--- src/rtl/fifo_stream_reader.sv ---
// fifo_stream_reader: drains a fixed-length burst from a 1-cycle-latency sync FIFO onto a valid/ready stream
module fifo_stream_reader #(
  parameter int DATA_WIDTH = 16,
  parameter int CNT_WIDTH  = 16
) (
  input  logic                  clk,
  input  logic                  rst,
  input  logic                  start,
  input  logic [CNT_WIDTH-1:0]  length,
  output logic                  busy,
  output logic                  done,
  output logic [CNT_WIDTH-1:0]  xfer_cnt,
  input  logic                  fifo_empty,
  output logic                  fifo_pop,
  input  logic [DATA_WIDTH-1:0] fifo_data,
  output logic                  dn_valid,
  input  logic                  dn_ready,
  output logic [DATA_WIDTH-1:0] dn_data
);
  typedef enum logic [1:0] {IDLE, RUN, DONE} state_t;
  state_t                state;
  logic [CNT_WIDTH-1:0]  len_q;
  logic [CNT_WIDTH-1:0]  issued;
  logic                  inflight;
  logic [1:0]            buf_count;
  logic                  rd_ptr;
  logic                  wr_ptr;
  logic [DATA_WIDTH-1:0] mem [2];
  logic                  fire;
  assign busy     = (state == RUN);
  assign done     = (state == DONE);
  assign dn_valid = (buf_count != 2'd0);
  assign dn_data  = mem[rd_ptr];
  assign fire     = dn_valid & dn_ready;
  // in-flight word counts against buffer space; a same-cycle fire frees one slot
  assign fifo_pop = (state == RUN) & ~fifo_empty & (issued != len_q) &
                    ({1'b0, buf_count} + {2'b0, inflight} < 3'd2 + {2'b0, fire});
  // burst FSM, pop/transfer counters and 2-entry skid buffer
  always_ff @(posedge clk) begin
    if (rst) begin
      state     <= IDLE;
      len_q     <= '0;
      issued    <= '0;
      xfer_cnt  <= '0;
      inflight  <= 1'b0;
      buf_count <= 2'd0;
      rd_ptr    <= 1'b0;
      wr_ptr    <= 1'b0;
      mem[0]    <= '0;
      mem[1]    <= '0;
    end else begin
      inflight <= fifo_pop;
      case (state)
        IDLE: if (start) begin
          len_q <= length;
          if (length == '0) state <= DONE;
          else begin
            issued    <= '0;
            xfer_cnt  <= '0;
            buf_count <= 2'd0;
            rd_ptr    <= 1'b0;
            wr_ptr    <= 1'b0;
            state     <= RUN;
          end
        end
        RUN: begin
          if (fifo_pop) issued <= issued + CNT_WIDTH'(1);
          if (inflight) begin
            mem[wr_ptr] <= fifo_data;
            wr_ptr      <= ~wr_ptr;
          end
          if (fire) begin
            rd_ptr   <= ~rd_ptr;
            xfer_cnt <= xfer_cnt + CNT_WIDTH'(1);
            if (xfer_cnt + CNT_WIDTH'(1) == len_q) state <= DONE;
          end
          buf_count <= buf_count + {1'b0, inflight} - {1'b0, fire};
        end
        DONE: state <= IDLE;
        default: state <= IDLE;
      endcase
    end
  end
endmodule

--- config.mk ---
export PLATFORM = sky130hd
export DESIGN_NAME = fifo_stream_reader
export DESIGN_NICKNAME = d
export VERILOG_FILES = /design/src/rtl/fifo_stream_reader.sv
export SDC_FILE = /design/constraint.sdc
export NUM_CORES = 1
export LEC_CHECK = 0
export CAP_MARGIN = 0
export CORE_AREA = 2 2 95 97
export CTS_BUF_LIST = sky130_fd_sc_hd__clkbuf_4 sky130_fd_sc_hd__clkbuf_8
export DETAILED_ROUTE_END_ITERATION = 6
export DIE_AREA = 0 0 97 99
export PLACE_DENSITY = 0.81
export SLEW_MARGIN = 25
export SYNTH_ARGS = -nofsm -noshare
export SYNTH_HDL_FRONTEND = slang
export SYNTH_SLANG_ARGS = --single-unit
--- constraint.sdc ---
create_clock -name clk -period 2.2 [get_ports clk]
set_input_delay 0.22 -clock clk [delete_from_list [all_inputs] [get_ports clk]]
set_output_delay 0.22 -clock clk [all_outputs]
set_load 0.02 [all_outputs]
==> out/metrics.cfg, run 1 <==
[cts]
htreeDepth = 3
cts_tree = done
cts-root-buf = clkbuf_8
cts.path.max_buffers = 2
hold_buffers = 0
cts_sinks = 88
numCtsBuffers = 9
clk_pin_slew_ps = 90
clk_latency_ps = 380

[yosys]
synth-seq-area-share = 0.448
yosys.area.top_type = dfxtp_1
synth.top_cell.area_share = 0.241
synth.distinct_cells = 52
ys_top_cells_by_count = nand2_1, dfxtp_1, a21oi_1, and2_1, edfxtp_1
netlist_top_cells_area = dfxtp_1, edfxtp_1, xnor2_1
synthesis.instances = 504
yosys_warnings = 0
syn_area_um2 = 4650
synthMostInstantiatedCell = nand2_1
syn-num-nets = 547
async_flop_share = 0
ys_seq_elements = 88
syn_area_per_cell_um2 = 9.22
synth-edff-count = 32
synth_ff_type = dfxtp_1

[floorplan]
die_x_um = 97
die_area_um2 = 9600
rows = 34
ioPinCount = 73
core_area_um2 = 8550
die_h_um = 99
start_util = 0.543

[sta]
period_share = 0.973
relSlewSlack = 0.644
setup_viol = 0
period_minus_slack_ps = 2140
drv_slew = 0
hold_ws_ps = 446
fmaxAchievable_mhz = 467
hold_viol_final = 0
finalClockSkew_ps = 12.5
worst_pin_slew_ps = 533
finalSetupTns_ps = 0

[power]
intPower_mw = 2.38
pwr-share-clk = 0.320
swShare = 0.273
p_sw_uw = 895
leakage_nw = 2.19
ir_drop_v = 0.000376
p_comb_frac = 0.144
p_per_area_nw_per_um2 = 534
pwr-share-seq = 0.536

[placement]
port_buffers = 72
gp_congestion = 0.916
dpl.hpwl_um = 9230

[status]
outcome = complete, no violations

[critical_path]
start_kind = flop
crit_slowest_cell = dfxtp_1
max_stage_delay_ps = 330
crit_type = reg -> reg
end_kind = flop
cp.required_ps = 2480
cp.arrival_ps = 2430
crit_path_cell_trace = buf_4 -> o21ai_1 -> inv_2 -> buf_4 -> ha_1 -> inv_1 -> ha_1 -> xnor2_1 -> nand2_1 -> a311oi_1
path_max_fanout = 6

[route]
dr.pass1.iters = 5
post_drt_wl_per_cell_um = 17.2
drc = 0
vias_per_cell = 5.92
antenna_left = 0
drt_first_iter_violations = 384
wirelength_um = 12600
num_vias = 4335

[hold_path]
hp-class = in -> reg

[global_routing]
grt_usage = 0.264
grt_max_degree = 42
antenna_found_initial = 0
grt_pass1_wl_um = 20300
globalRouteOverflowTotal = 0
grt_pass1_vias = 4204

[flow_run]
maxCapViolCount = 0

[final_layout]
syn_to_final_growth_pct = 32.0
insertedDiodeCount = 0
final_layout_size_suffix_gt1_frac = 0.221
postLayoutCoreUtil = 0.717
final_nets = 662

-- final cells by class --
| class | instances | area [um2] |
|---|---|---|
| clock buffer | 9 | 124 |
| clock inverter | 7 | 52.6 |
| fill | 633 | 2420 |
| inverter | 9 | 33.8 |
| multi-input combinational | 375 | 2470 |
| sequential | 88 | 2100 |
| tap | 108 | 135 |
| timing repair buffer | 136 | 1220 |
-- critical path, delay by kind of cell, from the launching register on --
family	cells	cell delay (ps)
flip-flops	1	330
buffers and inverters	4	430
AND/OR/NAND/NOR	1	80
adder cells (fa/ha/maj)	2	450
XOR/XNOR	1	190
AO/OA/AOI/OAI	2	570
-- through the flow --
step / total power [mW] / setup slack [ps] / cell area (um2) / instances
5_1_grt: 3.39 / -19.5 / 6130 / 732
4_1_cts: 3.28 / 2.71 / 6070 / 732
3_5_place_dp: 2.25 / -210 / 5870 / 715
6_report: 3.28 / 59.2 / 6130 / 732
2_1_floorplan: 2.01 / 32.4 / 4650 / 504
3_3_place_gp: 2.23 / -132 / 5870 / 715
-- sequential cells by signal, summed over array words and instances (netlist names), named ones only --
signal and count:
mem 32, issued 16, len_q 16, xfer_cnt 16, buf_count 2, state 2
inflight 1, rd_ptr 1, wr_ptr 1
-- power by group through the flow --
| stage | clock [mW] | sequential, mW | combinational (mW) |
|---|---|---|---|
| global placement | 0 | 1.79 | 0.439 |
| detailed placement | 0 | 1.79 | 0.453 |
| CTS | 1.06 | 1.76 | 0.464 |
| finish | 1.05 | 1.75 | 0.471 |
| floorplan | 0 | 1.79 | 0.225 |
| global route | 1.12 | 1.76 | 0.509 |
-- per-layer routing --
metal	wire length (um)	share of wire	vias to the layer above	track usage
li1	-	-	2071	-
met1	5040	0.40	2028	0.326
met2	6300	0.50	207	0.453
met3	928	0.074	29	0.0567
met4	287	0.023	0	0.104
met5	0	0	-	0
-- repair_timing --
item	CTS	global route
pin swaps	1	4
endpoints found under the hold margin	0	0
buffers inserted	1	0
endpoints found under the setup margin	2	11
gates resized for setup	4	24
-- worst paths after layout --
check | from | endpoint | slack (ps) | cells after the start
hold / removal | length[15] | len_q[15]$_SDFFE_PP0P_ | 450 | 3
setup / recovery | buf_count[0]$_SDFFE_PP0P_ | buf_count[1]$_SDFFE_PP0P_ | 60 | 10
setup reg to reg | buf_count[0]$_SDFFE_PP0P_ | buf_count[1]$_SDFFE_PP0P_ | 60 | 10
hold reg to reg | len_q[12]$_SDFFE_PP0P_ | len_q[12]$_SDFFE_PP0P_ | 500 | 2
-- cell usage in the layout, fill, tap and decap left out, drive strengths merged, types with 2 or more instances in the layout --
cell type	Yosys	final
a21oi	47	47
xnor2	31	31
xor2	6	6
o211ai	2	2
and3	4	4
clkdlybuf4s50	0	70
a31oi	5	5
and4	4	4
or2	4	4
a311oi	10	10
or3	7	7
dfxtp	56	56
o31ai	8	8
nor2	25	25
and2	35	35
a41oi	2	2
a31o	2	2
o21ai	18	18
edfxtp	32	32
inv	9	12
clkinv	0	3
a211oi	5	5
nor4	9	9
mux2	17	17
nand4	17	17
nand2	59	59
buf	11	64
ha	6	6
a21o	2	2
a211o	4	4
nand2b	3	3
clkbuf	21	10
nand3	13	13
or4	9	9
nor3	11	11
a22oi	2	2
-- kinds of logic (layout without fill, tap and decap cells) --
group / after synthesis / count (layout) / synth area share
AO/OA/AOI/OAI: 109 / 109 / 0.148
XOR/XNOR: 37 / 37 / 0.0697
adder cells (fa/ha/maj): 6 / 6 / 0.0162
buffers and inverters: 41 / 161 / 0.0374
flip-flops: 88 / 88 / 0.448
multiplexers: 17 / 17 / 0.0412
AND/OR/NAND/NOR: 206 / 206 / 0.240
Power figures use the tool's default switching activity.
==> run 2: changes to the inputs <==
--- a/config.mk
+++ b/config.mk
@@ -5,12 +5,14 @@
 export SDC_FILE = /design/constraint.sdc
 export NUM_CORES = 1
 export LEC_CHECK = 0
+export ABC_AREA = 1
 export CAP_MARGIN = 0
-export CORE_AREA = 2 2 95 97
+export CORE_AREA = 2 2 99 101
 export CTS_BUF_LIST = sky130_fd_sc_hd__clkbuf_4 sky130_fd_sc_hd__clkbuf_8
 export DETAILED_ROUTE_END_ITERATION = 6
-export DIE_AREA = 0 0 97 99
-export PLACE_DENSITY = 0.81
+export DIE_AREA = 0 0 101 103
+export GPL_TIMING_DRIVEN = 0
+export PLACE_DENSITY = 0.79
 export SLEW_MARGIN = 25
 export SYNTH_ARGS = -nofsm -noshare
 export SYNTH_HDL_FRONTEND = slang
==> out/metrics.cfg, run 2 <==
[status]
outcome = complete, no violations

[final_layout]
syn_to_final_growth_pct = 22.4
postLayoutCoreUtil = 0.647
final_cell_mix = nand2_1, nor2_1, clkdlybuf4s50_1
insertedDiodeCount = 0
final_layout_size_suffix_gt1_frac = 0.133
top_register = mem
final_nets = 773
postLayoutCellArea_um2 = 6120
largest_reg_flops = 32
fillCellCount = 830
final_common_cell = nand2_1

[critical_path]
cp.required_ps = 1980
r2r_start = xfer_cnt[1]$_SDFFE_PP0P_
crit_type = reg -> out
end_kind = primary output
path_max_fanout = 10
start_kind = flop
cp.arrival_ps = 1880

[sta]
finalSetupTns_ps = 0
hold_viol_final = 0
period_minus_slack_ps = 2100
period_share = 0.953
worst_pin_slew_ps = 722
relSlewSlack = 0.519
grt_setup_unrepaired = no
fmaxAchievable_mhz = 477
setup_viol = 0
finalClockSkew_ps = 15.9
drv_slew = 0

[floorplan]
core_area_um2 = 9460
die_h_um = 103
ioPinCount = 73
start_util = 0.529
die_area_um2 = 10400
rows = 36
die_x_um = 101

[cts]
htreeDepth = 3
cts_tree = done
numCtsBuffers = 9
cts.path.max_buffers = 2
cts-root-buf = clkbuf_8
cts_sinks = 88
clk_pin_slew_ps = 110
clk_latency_ps = 360

[yosys]
synth.top_cell.area_share = 0.224
ys_top_cells_by_count = nand2_1, nor2_1, inv_1, dfxtp_1, nand3_1
syn-num-nets = 689
netlist_top_cells_area = dfxtp_1, edfxtp_1, nand2_1
synth_simple_gate_area_frac = 0.288
synth.distinct_cells = 35
ys_seq_elements = 88
synth-seq-area-share = 0.416
synth_ff_type = dfxtp_1
synthesis.instances = 646
synth-edff-count = 32
synthMostInstantiatedCell = nand2_1
yosys_warnings = 0
synth_xor_area_frac = 0.0578
synth_compound_area_frac = 0.103
async_flop_share = 0
syn_area_per_cell_um2 = 7.74
synthMuxAreaShare = 0.0360
synth_top_family_by_area = simple AND/OR/NAND/NOR gates
syn_area_um2 = 5000
synth_adder_area_share = 0.0150
yosys.area.top_type = dfxtp_1

[placement]
gp_congestion = 0.964
port_buffers = 71
post_dp_cell_area_um2 = 5860
dpl.hpwl_um = 9590

[power]
leakage_nw = 2.52
p_per_area_nw_per_um2 = 728
ir_drop_v = 0.000381

[route]
drc = 0
antenna_left = 0
wirelength_um = 12800
drt_first_iter_violations = 222
post_drt_wl_per_cell_um = 15.0
vias_per_cell = 5.45
num_vias = 4630
dr.pass1.iters = 5

[global_routing]
grt_pass1_vias = 4444
grt_max_degree = 19
globalRouteOverflowTotal = 0
antenna_found_initial = 0
grt_pass1_wl_um = 20400
grt_usage = 0.249

[hold_path]
hp-start = rst
hp-class = in -> reg

[flow_run]
maxCapViolCount = 0

## run 2: cell types whose count changed in the layout (fill, tap and decap cells not counted), sizes merged, moves of 14 or more
cell and delta:
inv +56, nor2 +87, and2 -35, xor2 +21
nand2 +74, nand3 +37, xnor2 -25, buf -45
clkbuf +14
## run 2: cell type report
| cell class | instances | area (um2) | share of cell area |
|---|---|---|---|
| Clock buffer | 9 | 124 | 0.0202 |
| Inverter | 64 | 240 | 0.0392 |
| Tap cell | 114 | 143 | 0.0233 |
| Buffer | 30 | 194 | 0.0317 |
| Sequential cell | 88 | 2090 | 0.342 |
| Timing Repair Buffer | 74 | 733 | 0.120 |
| Clock inverter | 7 | 71.3 | 0.0117 |
| Multi-Input combinational cell | 463 | 2520 | 0.412 |
## run 2: final timing paths
| kind | end | slack [ps] | cells after the start |
|---|---|---|---|
| worst max-delay path | dn_data[11] | 100 | 3 |
| worst min-delay path | xfer_cnt[13]$_SDFFE_PP0P_ | 330 | 2 |
| worst max register to register | state[0]$_SDFFE_PP0P_ | 120 | 14 |
| worst min register to register | flop | 470 | 2 |
## run 2: logic make-up (layout without fill, tap and decap cells)
| group | count (synthesis) | after routing |
|---|---|---|
| and+or+nand+nor | 324 | 324 |
| DFF | 88 | 88 |
| AOI/OAI and AO/OA | 84 | 84 |
| muxes | 16 | 16 |
| xor gates and xnor gates | 33 | 33 |
| buffers and inverters | 95 | 184 |
| adders and majority gates | 6 | 6 |
## run 2: routing by layer
layer  up-vias  global-route usage  routed length, um
met2       162               0.443               6250
met5         -                   0                  0
met4         0               0.102                282
met1      2148               0.307               5430
met3        25              0.0292                804
li1       2295                   -                  -
## run 2: what timing repair did
item | 4_1_cts | 5_1_grt
buffers inserted | 0 | 3
endpoints found under the setup margin | 44 | 46
hold buffers | 0 | 0
gates resized for setup | 10 | 14
pin swaps | 0 | 2
## run 2: critical path, cell delays in order (launching register included)
cell and delay (ps):
dfxtp_4 410, buf_4 200, mux2_2 350, clkdlybuf4s50_1 540
## run 2: per-stage QoR
step	std cells	setup WS [ps]	hold WS, ps	total power, mW
after CTS	846	1.32	316	4.45
after detailed placement	831	-357	477	3.33
after floorplan	646	250	387	2.83
final	849	103	328	4.46
after global routing	849	12.0	346	4.69
after global placement	831	-348	467	3.29
## run 2: report_power, final
part / switching (mW) / total (mW) / internal (mW)
clock: 0.677 / 1.13 / 0.449
sequential: 0.161 / 1.98 / 1.82
combinational: 0.786 / 1.35 / 0.561
total: 1.62 / 4.46 / 2.83
